[config.mk]
export PLATFORM = sky130hd
export DESIGN_NAME = truth_table_sweeper
export DESIGN_NICKNAME = d
export VERILOG_FILES = /design/src/rtl/truth_table_sweeper.sv
export SDC_FILE = /design/constraint.sdc
export NUM_CORES = 1
export LEC_CHECK = 0
export BUFFER_PORTS_ARGS = -buffer_cell sky130_fd_sc_hd__buf_4
export CORE_ASPECT_RATIO = 0.5
export CORE_MARGIN = 2
export CORE_UTILIZATION = 27
export DETAILED_ROUTE_END_ITERATION = 8
export PLACE_DENSITY = 0.56
export SLEW_MARGIN = 10
export SYNTH_ARGS = -nofsm -noshare
export SYNTH_HDL_FRONTEND = slang
export SYNTH_SLANG_ARGS = --single-unit
[constraint.sdc]
create_clock -name clk -period 2.7 [get_ports clk]
set_clock_uncertainty 0.1 [all_clocks]
set_input_delay 0.54 -clock clk [delete_from_list [all_inputs] [get_ports clk]]
set_output_delay 0.54 -clock clk [all_outputs]
set_load 0.03 [all_outputs]
[src/rtl/truth_table_sweeper.sv]
// truth_table_sweeper
//   Exhaustive sweep-and-check stage for the 4-input F(w,x,y,z) NAND/NOR
//   circuit pair. Applies every vector 0..15 and holds each one for SETTLE
//   cycles. On the last cycle of each hold it samples both circuit responses
//   into 16-bit truth tables and compares them against EXPECTED.
//
// Ports
//   clk        in   1   rising-edge clock
//   rst_n      in   1   asynchronous active-low reset
//   start      in   1   begin a sweep (sampled only in IDLE)
//   vec        out  4   applied vector {w,x,y,z}
//   f_a        in   1   response of circuit A (NAND implementation)
//   f_b        in   1   response of circuit B (NOR implementation)
//   busy       out  1   sweep in progress
//   done       out  1   one-cycle pulse at sweep completion
//   pass       out  1   zero mismatches in the last sweep (valid after done)
//   table_a    out 16   captured truth table of f_a
//   table_b    out 16   captured truth table of f_b
//   err_count  out  5   number of mismatching indices (0..16)
//   err_valid  out  1   at least one mismatch recorded
//   first_err  out  4   lowest mismatching index (valid when err_valid=1)
module truth_table_sweeper #(
    parameter int unsigned   SETTLE   = 2,
    parameter logic [15:0]   EXPECTED = 16'h1F55
) (
    input  logic        clk,
    input  logic        rst_n,
    input  logic        start,
    output logic [3:0]  vec,
    input  logic        f_a,
    input  logic        f_b,
    output logic        busy,
    output logic        done,
    output logic        pass,
    output logic [15:0] table_a,
    output logic [15:0] table_b,
    output logic [4:0]  err_count,
    output logic        err_valid,
    output logic [3:0]  first_err
);

    typedef enum logic [1:0] {
        IDLE,
        APPLY,
        DONE
    } state_t;

    state_t     state_q;
    state_t     state_d;
    logic [3:0] cnt;
    logic       sample;
    logic       mismatch;

    // Sample on the last cycle of the hold window for the current vector.
    assign sample = (state_q == APPLY) && (cnt == 4'(SETTLE - 1));

    // Case-inequality so an X/Z response in simulation counts as a mismatch.
    assign mismatch = (f_a !== EXPECTED[vec]) || (f_b !== EXPECTED[vec]);

    always_ff @(posedge clk or negedge rst_n) begin
        if (!rst_n) begin
            state_q <= IDLE;
        end else begin
            state_q <= state_d;
        end
    end

    always_comb begin
        state_d = state_q;
        busy    = 1'b0;
        done    = 1'b0;
        case (state_q)
            IDLE: begin
                if (start) begin
                    state_d = APPLY;
                end
            end
            APPLY: begin
                busy = 1'b1;
                if (sample && (vec == 4'd15)) begin
                    state_d = DONE;
                end
            end
            DONE: begin
                done    = 1'b1;
                state_d = IDLE;
            end
            default: begin
                state_d = IDLE;
            end
        endcase
    end

    always_ff @(posedge clk or negedge rst_n) begin
        if (!rst_n) begin
            vec       <= '0;
            cnt       <= '0;
            table_a   <= '0;
            table_b   <= '0;
            err_count <= '0;
            err_valid <= 1'b0;
            first_err <= '0;
            pass      <= 1'b0;
        end else begin
            case (state_q)
                IDLE: begin
                    if (start) begin
                        vec       <= '0;
                        cnt       <= '0;
                        table_a   <= '0;
                        table_b   <= '0;
                        err_count <= '0;
                        err_valid <= 1'b0;
                        first_err <= '0;
                        pass      <= 1'b0;
                    end
                end
                APPLY: begin
                    if (sample) begin
                        table_a[vec] <= f_a;
                        table_b[vec] <= f_b;
                        if (mismatch) begin
                            err_count <= err_count + 5'd1;
                            if (!err_valid) begin
                                first_err <= vec;
                                err_valid <= 1'b1;
                            end
                        end
                        // vec parks at 15 once the sweep finishes.
                        if (vec != 4'd15) begin
                            vec <= vec + 4'd1;
                        end
                        cnt <= '0;
                    end else begin
                        cnt <= cnt + 4'd1;
                    end
                end
                DONE: begin
                    pass <= (err_count == '0);
                end
                default: begin
                end
            endcase
        end
    end

endmodule

==> flow_metrics.py <==
metrics = {
    "placement": {
        "dp_hpwl_um": 4300,
        "io_buffers": 53,
        "place_congestion": 0.749,
    },
    "grt": {
        "grt_max_degree": 54,
        "grt_pass1_wl_um": 10400,
        "grt_pass1_vias": 2060,
        "track_usage_pct": 13.1,
        "antenna_found_initial": 0,
        "grt_overflow": 0,
    },
    "clock_tree": {
        "cts_buffers": 5,
        "postCtsHoldBufs": 0,
        "htree_levels": 2,
        "cts_tree": "built",
        "clk_path_buf_depth": 2,
        "clk_pin_slew_worst_paths_ns": 0.07,
        "postCtsSetupRepairBufs": 0,
        "clock_tree.root_cell": "clkbuf_16",
        "clock_sinks": 53,
        "post_cts_resize_count": 0,
        "clk_latency_ns": 0.29,
    },
    "status": {
        "status": "finished clean",
    },
    "timing": {
        "fin_crit_ns": 2.42,
        "rsz0062_at_grt": "no",
        "worstMarginPinSlew_ns": 0.669,
        "hold_viol": 0,
        "fin_crit_sh_pct": 89.6,
        "relSlewSlack_pct": 55.4,
        "tns_ns": 0,
        "fmax_mhz": 413,
        "drv_slew": 0,
        "setup_violations": 0,
    },
    "floorplanning": {
        "start_util_pct": 27.9,
        "fp.dieH_um": 71.2,
        "dieArea_sq_um": 9860,
        "coreArea_sq_um": 8740,
        "row_count": 24,
        "die_w_um": 138,
        "ios": 54,
    },
    "worst_setup_path": {
        "crit_chain": "inv_1 -> ha_1 -> nand3b_1 -> a2111oi_2 -> nor3b_2 -> and3_4 -> a22o_1",
        "slowest_stage": "dfrtp_1",
        "start_kind": "flop",
        "cp_num_buf_inv": 1,
        "cp.required_ns": 2.77,
        "critical_path_arrival_ns": 2.49,
        "critPathTopFamily": "compound AO/OA/AOI/OAI gates",
        "critPathMaxStageDelay_ns": 0.47,
        "critPathCaptureType": "flop",
        "cp_max_fo": 11,
        "criticalPathCategory": "flop to flop",
    },
    "layout": {
        "drive_above_1_share_pct": 24.3,
        "final_nets": 313,
        "diodes": 0,
        "synthToLayoutAreaGrowth_pct": 27.9,
        "nFillCells": 871,
    },
    "synth": {
        "ys.flop_type": "dfrtp_1",
        "netlist_area_sq_um": 2440,
        "ys_seq_area_share_pct": 54.4,
        "synth.ff_latch_count": 53,
        "syn-num-nets": 260,
        "synth_edf_count": 0,
        "syn_area_per_cell_sq_um": 9.88,
        "synthDistinctLibCells": 36,
        "async_flop_share_pct": 100,
        "syn-instance-count": 247,
        "ys_warn_count": 0,
    },
    "pwr": {
        "p_leak_uw": 0.00145,
        "finalPower_uw": 3570,
        "p_per_area_nw_per_um2": 1140,
        "ir_worst_vdd_v": 0.000318,
    },
    "routing": {
        "drcViolationCount": 0,
        "wl_per_cell_um": 14.8,
        "routed_wl_um": 6190,
        "first_iter_violations": 125,
        "vias_per_cell": 4.77,
        "first_pass_iters": 4,
        "ant_nets": 0,
        "vias": 1993,
    },
    "min_path": {
        "hold_class": "input port to async pin",
    },
    "job": {
        "drv_cap": 0,
    },
}
## per-stage QoR
stage,instances,hold WS [ns],util (%),cell area (sq um),setup slack (ns)
after floorplan,247,0.144,-,2440,0.440
final,418,0.189,35.7,3120,0.280
after global routing,418,0.245,35.7,3120,0.130
after CTS,418,0.206,35.7,3120,0.290
after global placement,410,0.392,33.8,2950,0.427
after detailed placement,410,0.394,33.8,2950,0.333
## cell usage in the layout (no fill, tap or decap), drive strengths merged, types with 2 or more instances in the layout
cell and count:
a22o 5, nand3 11, o21ai 13, nor3b 3, a31oi 3, nor2 6, o22ai 33, dfrtp 53
and3 5, clkbuf 6, a21oi 19, nand2b 3, ha 8, nand2 19, nor2b 3, a21o 2
inv 41, buf 55
## metal layers
layer  wire length, um  global-route usage (%)  vias to the layer above
met5                 0                       0                        -
met4                60                    3.74                        0
met3               267                    2.21                        5
met2              3040                    23.0                       44
met1              2820                    17.0                      981
li1                  -                       -                      963
## worst reg2reg max path, stage by stage, from the launching register on
cell and delay (ns):
dfrtp_1 0.47, inv_1 0.13, ha_1 0.29, nand3b_1 0.22, a2111oi_2 0.43, nor3b_2 0.19
and3_4 0.23, a22o_1 0.23
## registers in the layout, indices dropped and copies added, names as in the netlist
register   count
vec            4
pass           1
table_b       16
table_a       16
cnt            4
err_valid      1
first_err      4
err_count      5
state_q        2
## power breakdown
part / internal, uW / total, uW / switching [uW]
logic: 559 / 1640 / 1080
clock network: 440 / 724 / 284
registers: 995 / 1210 / 210
## path summary, 6_finish.rpt
check / start / end / slack [ns] / cells after the start
worst max-delay path: vec[0] / first_err[2] / 0.28 / 7
worst min-delay path: rst_n / vec[0] / 0.19 / 1
worst max register to register: vec[0] / first_err[2] / 0.28 / 7
worst min register to register: first_err[0] / first_err[0] / 0.42 / 1
max in group asynchronous: rst_n / table_a[14] / 1.86 / 1
min in group clk: first_err[0] / first_err[0] / 0.42 / 1
## cell families after synthesis
logic type | count (synthesis) | synth area share (%)
simple gates | 55 | 12.5
mux | 1 | 0.410
flops | 53 | 54.4
xor+xnor | 2 | 0.718
compound gates | 78 | 19.8
fa+ha+maj | 8 | 4.10
buf+inv | 50 | 8.15
## cell type report
type	count	area (sq um)	area share, %
tap	117	146	4.69
timing repair buffer	55	413	13.2
multi-input combinational	144	915	29.3
inverter	41	154	4.93
sequential	53	1330	42.5
clock buffer	6	129	4.13
clock inverter	2	38.8	1.24
## synth_stat cells (2+ instances only)
cell type	n	area (sq um)
a21o_1	2	15.0
a21oi_1	18	90.1
a22o_1	5	43.8
a31oi_1	3	18.8
and3_1	4	25.0
buf_2	6	30.0
clkbuf_1	2	7.51
dfrtp_1	53	1330
ha_1	8	100
inv_1	39	146
inv_2	2	7.51
nand2_1	18	67.6
nand2b_1	2	12.5
nand3_1	11	55.1
nor2_1	6	22.5
nor2b_1	3	18.8
nor3b_2	3	37.5
o21ai_0	12	60.1
o22ai_1	33	206
Power figures use the tool's default switching activity.
